--- config.mk ---
export PLATFORM = sky130hd
export DESIGN_NAME = dec_to_bin
export DESIGN_NICKNAME = d
export VERILOG_FILES = /design/src/rtl/dec_to_bin.sv
export SDC_FILE = /design/constraint.sdc
export NUM_CORES = 1
export LEC_CHECK = 0
export ABC_AREA = 1
export CAP_MARGIN = 20
export CORE_MARGIN = 1
export CORE_UTILIZATION = 40
export CTS_CLUSTER_DIAMETER = 50
export DETAILED_ROUTE_END_ITERATION = 10
export SETUP_SLACK_MARGIN = 0.15
export SKIP_CTS_REPAIR_TIMING = 1
export SLEW_MARGIN = 20
export SYNTH_ARGS = -nofsm -noshare
export SYNTH_HDL_FRONTEND = slang
export SYNTH_SLANG_ARGS = --single-unit
--- constraint.sdc ---
create_clock -name clk_i -period 2.6 [get_ports clk_i]
set_input_delay 0.52 -clock clk_i [delete_from_list [all_inputs] [get_ports clk_i]]
set_output_delay 0.52 -clock clk_i [all_outputs]
set_load 0.01 [all_outputs]
--- src/rtl/dec_to_bin.sv ---
// Sequential BCD-to-binary converter.
// It consumes one BCD digit per clock, most significant digit first, and
// accumulates acc = acc*10 + digit. Invalid digits (> 9) and results wider
// than WIDTH bits are reported with flags that stay valid until the next done.
module dec_to_bin #(
  parameter int WIDTH      = 16,
  parameter int NUM_DIGITS = 5
) (
  input  logic                    clk_i,
  input  logic                    reset_i,
  input  logic                    start,
  input  logic [4*NUM_DIGITS-1:0] bcd_data,
  output logic [WIDTH-1:0]        bin_data,
  output logic                    done,
  output logic                    busy,
  output logic                    err_invalid,
  output logic                    err_overflow
);

  localparam int AW = WIDTH + 4;
  localparam int SW = 4 * NUM_DIGITS;
  localparam int CW = $clog2(NUM_DIGITS + 1);

  localparam logic [AW-1:0] MAX_VAL  = {4'b0000, {WIDTH{1'b1}}};
  localparam logic [CW-1:0] LAST_CNT = CW'(NUM_DIGITS - 1);

  typedef enum logic [1:0] {IDLE, CONV, DONE} state_t;

  state_t          state_q;
  logic [SW-1:0]   shreg_q,  shreg_d;
  logic [AW-1:0]   acc_q,    acc_d;
  logic [CW-1:0]   cnt_q,    cnt_d;
  logic            inv_q,    inv_d;
  logic            ovf_q,    ovf_d;
  logic [3:0]      digit;
  logic [WIDTH+1:0] result_d;

  logic [WIDTH-1:0] bin_q;
  logic             done_q;
  logic             busy_q;
  logic             err_inv_q;
  logic             err_ovf_q;

  // Final output selection: an invalid digit wins over overflow, and overflow
  // saturates the result. Returns {bin, err_invalid, err_overflow}.
  function automatic logic [WIDTH+1:0] sat_result(input logic [AW-1:0] acc,
                                                  input logic          inv,
                                                  input logic          ovf);
    logic [WIDTH+1:0] r;
    if (inv) begin
      r = {{WIDTH{1'b0}}, 1'b1, 1'b0};
    end else if (ovf) begin
      r = {{WIDTH{1'b1}}, 1'b0, 1'b1};
    end else begin
      r = {acc[WIDTH-1:0], 1'b0, 1'b0};
    end
    return r;
  endfunction

  // One conversion step: multiply-accumulate the top nibble and update sticky flags.
  // The accumulator only grows past WIDTH bits after overflow is already latched,
  // and acc*10+9 of any in-range value still fits in WIDTH+4 bits.
  always_comb begin
    digit    = shreg_q[SW-1 -: 4];
    acc_d    = (acc_q << 3) + (acc_q << 1) + AW'(digit);
    inv_d    = inv_q | (digit > 4'd9);
    ovf_d    = ovf_q | (acc_d > MAX_VAL);
    shreg_d  = shreg_q << 4;
    cnt_d    = cnt_q + CW'(1);
    result_d = sat_result(acc_d, inv_d, ovf_d);
  end

  // Control FSM with registered outputs; reset aborts any conversion in flight.
  always_ff @(posedge clk_i or posedge reset_i) begin
    if (reset_i) begin
      state_q   <= IDLE;
      shreg_q   <= '0;
      acc_q     <= '0;
      cnt_q     <= '0;
      inv_q     <= 1'b0;
      ovf_q     <= 1'b0;
      bin_q     <= '0;
      done_q    <= 1'b0;
      busy_q    <= 1'b0;
      err_inv_q <= 1'b0;
      err_ovf_q <= 1'b0;
    end else begin
      case (state_q)
        IDLE: begin
          done_q <= 1'b0;
          if (start) begin
            shreg_q <= bcd_data;
            acc_q   <= '0;
            cnt_q   <= '0;
            inv_q   <= 1'b0;
            ovf_q   <= 1'b0;
            busy_q  <= 1'b1;
            state_q <= CONV;
          end
        end
        CONV: begin
          shreg_q <= shreg_d;
          acc_q   <= acc_d;
          cnt_q   <= cnt_d;
          inv_q   <= inv_d;
          ovf_q   <= ovf_d;
          if (cnt_q == LAST_CNT) begin
            bin_q     <= result_d[WIDTH+1:2];
            err_inv_q <= result_d[1];
            err_ovf_q <= result_d[0];
            done_q    <= 1'b1;
            state_q   <= DONE;
          end
        end
        DONE: begin
          done_q  <= 1'b0;
          busy_q  <= 1'b0;
          state_q <= IDLE;
        end
        default: begin
          done_q  <= 1'b0;
          busy_q  <= 1'b0;
          state_q <= IDLE;
        end
      endcase
    end
  end

  assign bin_data     = bin_q;
  assign done         = done_q;
  assign busy         = busy_q;
  assign err_invalid  = err_inv_q;
  assign err_overflow = err_ovf_q;

endmodule

### Word-level counts from Yosys, hierarchy flattened

Cells that the tools add are included.

* word-level logic and storage cells: 47
* input port bits: 23
* flip-flop bits (word level): 66
* output and inout bits: 20

* add/subtract/negate cells: 3
* equality and inequality tests: 4
* $lt $le $gt $ge: 2
* reductions and logical operators: 6
* multiplexer cells: 18
* bitwise operators: 3

Operator list (number)
* $pmux W20 S2: 1
* $pmux W19 S2: 1
* $mux W18: 2
* $add A20 B20 Y20: 1
* $add A20 B4 Y20: 1
* $gt A20 B16 Y1 const B: 1
* $mux W20: 1
* $mux W19: 1
* $reduce_and A2 Y1: 4
* $pmux W1 S2: 3
* $pmux W3 S2: 1
* $gt A4 B4 Y1 const B: 1
* $mux W1: 4
* $mux W2: 2
* $ne A2 B2 Y1 const B: 2
* $pmux W2 S2: 1
* $add A3 B1 Y3 const B: 1
* $eq A3 B3 Y1 const B: 1
* $mux W3: 1
* $eq A2 B1 Y1 const B: 1
* $logic_not A2 Y1: 1
* $or A1 B1 Y1: 2
* $reduce_bool A2 Y1: 1
* $not A1 Y1: 1

### Longest topological paths before layout

Gate-level depths: netlist of the first run.

* word-level depth: 6
* mapped depth: 18

### Worst setup path before layout of the first run

OpenSTA, ideal clock, no wires.

* path type: reg-to-reg
* start: reg acc_q[0]
* end: reg bin_q[0], in the netlist bin_data[0]
* arrival time: 2.357 ns
* buffers on the path: 1
* cell stages (with the launch flop): 17
* setup slack: 0.122 ns
* library setup time: 0.121 ns
* path through: dfrtp_1 > inv_1 > fa_1 > fa_1 > inv_1 > nand2_1 > nand2_1 > nand3_1 > nand2_2 > nand2_2 > nand3_2 > nand2_2 > nor2_2 > nand3_2 > nand2_4 > buf_12 > nand2_2

* cells in the longest elaborated chain, start to end: 6

RTL lines
* from (decl): RTL line 31 `logic [AW-1:0] acc_q, acc_d;`
* from (signal assigned): RTL line 78 `acc_q <= '0;`
* from (signal assigned): RTL line 93 `acc_q <= '0;`
* from (signal assigned): RTL line 103 `acc_q <= acc_d;`
* $add A20 B20 Y20: RTL line 65 `acc_d = (acc_q << 3) + (acc_q << 1) + AW'(digit);`
* $add A20 B4 Y20: RTL line 65
* $gt A20 B16 Y1: RTL line 67 `ovf_d = ovf_q | (acc_d > MAX_VAL);`
* $or A1 B1 Y1: RTL line 67
* $mux W18: RTL line 52 `end else if (ovf) begin`
* $mux W18: RTL line 50 `if (inv) begin`
* to (signal assigned): RTL line 108 `bin_q <= result_d[WIDTH+1:2];`
* to (decl): RTL line 38 `logic [WIDTH-1:0] bin_q;`

No other way between the ends.
A chain may end at the register's enable or synchronous reset.

### Final worst setup path of the first run

* start: reg shreg_q[19]
* end: reg bin_q[1], in the netlist bin_data[1]

* cells in the longest elaborated chain, start to end: 5
* elaborated cells between the ends (all ways): 7

RTL lines
* from (decl): RTL line 30 `logic [SW-1:0] shreg_q, shreg_d;`
* from (signal assigned): RTL line 92 `shreg_q <= bcd_data;`
* from (signal assigned): RTL line 102 `shreg_q <= shreg_d;`
* $add A20 B4 Y20: RTL line 65
* $gt A20 B16 Y1: RTL line 67
* $or A1 B1 Y1: RTL line 67
* $mux W18: RTL line 52
* $mux W18 *: RTL line 50

Mark *: on every way between the ends. The rest lies on a longest branch, timed or not.

==> results of run 1 <==
-- cell families after synthesis --
group                    count (synthesis)  share of synthesized area, %
buffers and inverters                   86                          8.66
flip-flops                              66                          39.7
adder cells (fa/ha/maj)                 38                          11.8
XOR/XNOR                                10                          2.10
AND/OR/NAND/NOR                        225                          24.7
AO/OA/AOI/OAI                           86                          13.0
-- layer usage --
| metal | GRT usage (%) | part of all wire (%) |
|---|---|---|
| met4 | 6.02 | 1.7 |
| met5 | 0 | 0 |
| met3 | 4.45 | 3.9 |
| met2 | 31.8 | 49 |
| met1 | 26.2 | 46 |
-- registers in the layout, summed over array words and instances (netlist names) --
signal        flops
acc_q            19
bin_data         16
busy              1
cnt_q             3
done              1
err_invalid       1
err_overflow      1
inv_q             1
ovf_q             1
shreg_q          20
state_q           2
-- final timing paths --
| check | to | cells past startpoint | slack (ps) |
|---|---|---|---|
| hold reg to reg | busy | 2 | 480 |
| min in group asynchronous | bin_data[13] | 2 | 510 |
| max in group asynchronous | acc_q[10] | 3 | 1460 |
| setup reg to reg | bin_data[1] | 16 | 120 |
| setup / recovery | bin_data[1] | 16 | 120 |
| hold / removal | busy | 2 | 480 |
-- final cells by class --
class | count | area [um2] | share of cell area (%)
Clock buffer | 11 | 151 | 2.87
Multi-Input combinational cell | 361 | 2400 | 45.5
Sequential cell | 66 | 1650 | 31.3
Inverter | 73 | 274 | 5.20
Timing Repair Buffer | 63 | 591 | 11.2
Clock inverter | 5 | 38.8 | 0.736
Tap cell | 133 | 166 | 3.16
-- worst max-delay path: stages (launching register included) --
cell,delay [ps]
dfrtp_1,360
inv_2,50
fa_1,590
inv_2,60
ha_4,240
nand3_2,60
nand3_2,80
nand2_2,70
nand2_2,50
nand2_2,70
nand2_1,50
nand2_1,80
nand2_2,80
nor2_4,130
nand3_4,170
nand2_8,160
nand2_2,60
-- metrics by stage --
stage	hold WS (ps)	instance area (um2)	worst slack (ps)
after floorplan	445	4170	170
after global placement	467	4750	61.7
after detailed placement	468	4750	-26.5
after CTS	492	4940	-38.3
after global routing	505	5270	-8.36
final	485	5270	121
-- placed cells by master, fill, tap and decap left out, drive strengths merged --
cell             n
inv             72
a22o            12
dfrtp           66
clkinv           2
a32o             2
nand2          162
a21oi           32
clkdlybuf4s50   42
fa               2
xnor2            5
clkinvlp         4
buf             21
nand3           18
nor2            38
or2              3
nor3             4
clkbuf          11
ha              36
nand3b           2
o22ai            5
o21bai           1
o21ai           28
xor2             5
a22oi            6
==> metrics.md, run 1 <==
| Metric | Value |
|---|---|
| Overall Global Routing Usage | 19.7% |
| Fillers | 971 |
| Post-route clock period utilization | 95.3% |
| Worst-path clk slew | 80 ps |
| Initial antenna violation count | 0 |
| Worst-Skew Late Latency | 350 ps |
| Io pins | 43 |
| Fin. Hold Viols | 0 |
| Worst Max-Slew Pin Slew | 465 ps |
| Wire length of the first global-routing pass | 16.9 mm |
| Post-synthesis register bit count | 66 |
| PortBufs | 42 |
| CTS tree | yes |
| Max Freq | 0.403 GHz |
| Final Max Tran Viols | 0 |
| Detailed Route Iter0 Violations | 127 |
| EDFF count, synth | 0 |
| Warnings from Yosys | 0 |
| Vias in the first global route | 3409 |
| Hold path startpoint | busy |
| Grt total ovfl | 0 |
| Routability congestion estimate from global placement | 0.808 |
| Avg Cell Area, Syn | 8.15 um2 |
| DRC Markers | 0 |
| Syn Nets | 572 |
| NumNets Final | 635 |
| Clock skew | 7.81 ps |
| TritonCTS Buffers | 9 |
| Final setup fails | 0 |
| Row cnt | 36 |
| Die Ht | 104 um |
| DR vias | 3522 |
| Critical path class | flip-flop to flip-flop |
| Layout cell share with drive strength beyond 1 | 23.3% |
| Total Wirelength | 10.5 mm |
| Post-layout util | 53.2% |
| Required @ worst endpoint | 2830 ps |
| Synthesized area | 4160 um2 |
| Worst Setup SP | shreg_q[19] |
| Die area | 10800 um2 |
| Non-filler cells, final | 712 |
| Min-delay worst type | flip-flop to flip-flop |
| WP data arrival | 2710 ps |
| Worst setup EP type | flip-flop |
| Post-synth top area cell | dfrtp_1 |
| WL per Instance | 14.8 um |
| Final min period | 2480 ps |
| H-tree depth | 3 |
| Via/cell ratio | 4.95 |
| Clk sinks | 66 |
| Placed cell count | 683 |
| Drt pass-1 iters | 4 |
| Pin count of the biggest net entering global routing | 48 |
| Count leader, synth | nand2_1 |
| Clock buffer depth | 2 |
| Worst-path maximum fanout | 8 |
| Mapped Cells | 511 |
| Relative slew slack | 68.9% |
| Root Buffer | clkbuf_8 |
| Post-synthesis sequential area ratio | 39.7% |
| Diodes inserted | 0 |
| P&R area growth vs syn | 26.7% |
| Status | complete, no violations |
| Post-synth top cells | 132 x nand2_1, 66 x dfrtp_1, 66 x inv_1 |
| Die W | 104 um |
| Post-synth top area share | 39.7% |
| Core area | 9910 um2 |
| Most used DFF post-synth | dfrtp_1 |
| Worst setup SP type | flip-flop |
| Remaining antenna violation count | 0 |
| Synth async-reset ratio | 100% |
| Fin Setup TNS | 0 ps |
| Unrepaired setup endpoints after global routing | yes |
| Area contributors post-synth | dfrtp_1 40%, nand2_1 12%, ha_1 11% |
| Maxcap violations | 0 |
| Netlist cell types | 35 |
| Starting Density | 42.0% |
| FF-to-FF Start | shreg_q[19] |
| Detailed Place HPWL | 7.13 mm |
Power of run 1 is left out: the tool's default activity adds up to more than one toggle a clock period on the data nets, which glitch-free logic cannot reach.
==> run 2, diff against run 1 <==
Settings changed: CORE_MARGIN 1 to default.
==> results of run 2 <==
No change in the layout: final DEF, timing and power equal those of run 1.
Power of run 2 is left out for the same reason.
==> run 3, diff against run 2 <==
Settings changed: REMOVE_ABC_BUFFERS from default to 1.
==> run 3 against run 2 <==
Effect of this change:
- sequential share of layout area up 0.060 points
- utilization fell by 0.10 points
- cell area fell by 0.19%
- die area stayed put
- non-clock buffer count grew 3
- clock-buffer cell count down 1
- register-to-register slack about the same
- flip-flop and latch count did not move
- critical path depth is 2 lower
- clock skew grew 5.7 ps
- fmax shrank 0.44%
- hold slack worse by 2.2 ps
==> metrics.md, run 3 (synthesized netlist as in run 1, its figures left out) <==
| Metric | Value |
|---|---|
| Status | complete, no violations |
| Starting Density | 42.0% |
| Hold path depth | 2 |
| TritonCTS Buffers | 9 |
| Final setup fails | 0 |
| Total Wirelength | 10.3 mm |
| CTS tree | yes |
| Worst-path clk slew | 80 ps |
| Post-route clock period utilization | 95.8% |
| Initial antenna violation count | 0 |
| Final Max Tran Viols | 0 |
| Number of flip-flops in the largest register | 20 |
| Clock skew | 13.5 ps |
| Relative slew slack | 31.7% |
| DR vias | 3516 |
| Core area | 9910 um2 |
| Fin Hold WS | 483 ps |
| Max Freq | 0.402 GHz |
| Biggest register | shreg_q |
| Final min period | 2490 ps |
| PortBufs | 42 |
| Cells on worst reg2reg path | 14 |
| WL per Instance | 14.4 um |
| P&R area growth vs syn | 26.4% |
| Detailed Place HPWL | 7.21 mm |
| Vias in the first global route | 3398 |
| Worst setup SP type | flip-flop |
| Min-delay worst type | flip-flop to flip-flop |
| Overall Global Routing Usage | 19.1% |
| NumNets Final | 638 |
| Die Ht | 104 um |
| Layout cell share with drive strength beyond 1 | 21.8% |
| Worst-Skew Late Latency | 340 ps |
| Wire length of the first global-routing pass | 16.4 mm |
| Diodes inserted | 0 |
| Clock buffer depth | 2 |
| DRC Markers | 0 |
| Io pins | 43 |
| Fin. Hold Viols | 0 |
| Worst setup EP type | flip-flop |
| Die area | 10800 um2 |
| Drt pass-1 iters | 7 |
| Via/cell ratio | 4.92 |
| Root Buffer | clkbuf_8 |
| Worst-path maximum fanout | 4 |
| H-tree depth | 3 |
| Most frequent cells in the layout | 123 x nand2_1, 66 x dfrtp_1, 60 x inv_1, 42 x clkdlybuf4s50_1, 36 x nand2_2 |
| Worst Max-Slew Pin Slew | 1020 ps |
| Grt total ovfl | 0 |
| Die W | 104 um |
| Pin count of the biggest net entering global routing | 33 |
| WP data arrival | 2720 ps |
| Row cnt | 36 |
| Clk sinks | 66 |
| Placed cell count | 690 |
| Required @ worst endpoint | 2830 ps |
| Critical path class | flip-flop to flip-flop |
| Commonest non-fill, non-tap cell in the layout | nand2_1 |
| Non-filler cells, final | 715 |
| Detailed Route Iter0 Violations | 143 |
| Unrepaired setup endpoints after global routing | yes |
| Maxcap violations | 0 |
| Remaining antenna violation count | 0 |
| Routability congestion estimate from global placement | 0.870 |
-- run 3: changes by cell type in the layout (fill, tap and decap cells not counted), moves of 2 or more --
cell        delta
ha_1           +7
ha_2           -4
buf_4          +3
clkinvlp_4     -3
ha_4           -3
nand2_1        +3
nand2_2        -3
bufinv_16      +2
clkbuf_8       -2
-- run 3: final cells by class --
cell class              count  area [um2]
inverters                  73         274
clock inverters             6        90.1
multi-input cells         361        2340
repair buffers             66         613
well taps                 133         166
clock buffers              10         128
fillers                   986        4650
flip-flops and latches     66        1650
-- run 3: critical path, cell delays in order (launching register included) --
cell and delay (ps):
dfrtp_1 410, ha_1 340, ha_1 390, nand2_1 150, inv_1 60, a21oi_2 150
nand2_2 80, nand2_2 70, nand2_1 50, nand2_1 70, nand2_2 80, nor2_4 120
nand3_4 170, nand2_4 150, nand2_1 60
-- run 3: through the flow --
stage               utilization (%)  TNS [ps]  setup slack (ps)  area (um2)
finish                         53.1         0               110        5260
global route                   53.1      -498             -40.0        5260
CTS                            50.7     -1720              -128        5020
detailed placement             48.5     -1460             -84.9        4800
global placement               48.5      -129             -31.8        4800
floorplan                         -      -849              -126        4080
-- run 3: routing by layer --
metal / wire, um / vias up / track usage [%]
met4: 104 / 0 / 4.90
met1: 4810 / 1662 / 25.9
met3: 345 / 10 / 3.45
met5: 0 / - / 0
li1: - / 1778 / -
met2: 5000 / 66 / 31.6
-- run 3: final timing paths --
kind,endpoint,slack (ps),from
min reg2reg,busy,480,busy
max,bin_data[10],110,acc_q[5]
min,busy,480,busy
min in group asynchronous,cnt_q[1],520,reset_i
max in group asynchronous,acc_q[10],1470,reset_i
max reg2reg,bin_data[10],110,acc_q[5]
Power of run 3 is left out for the same reason.
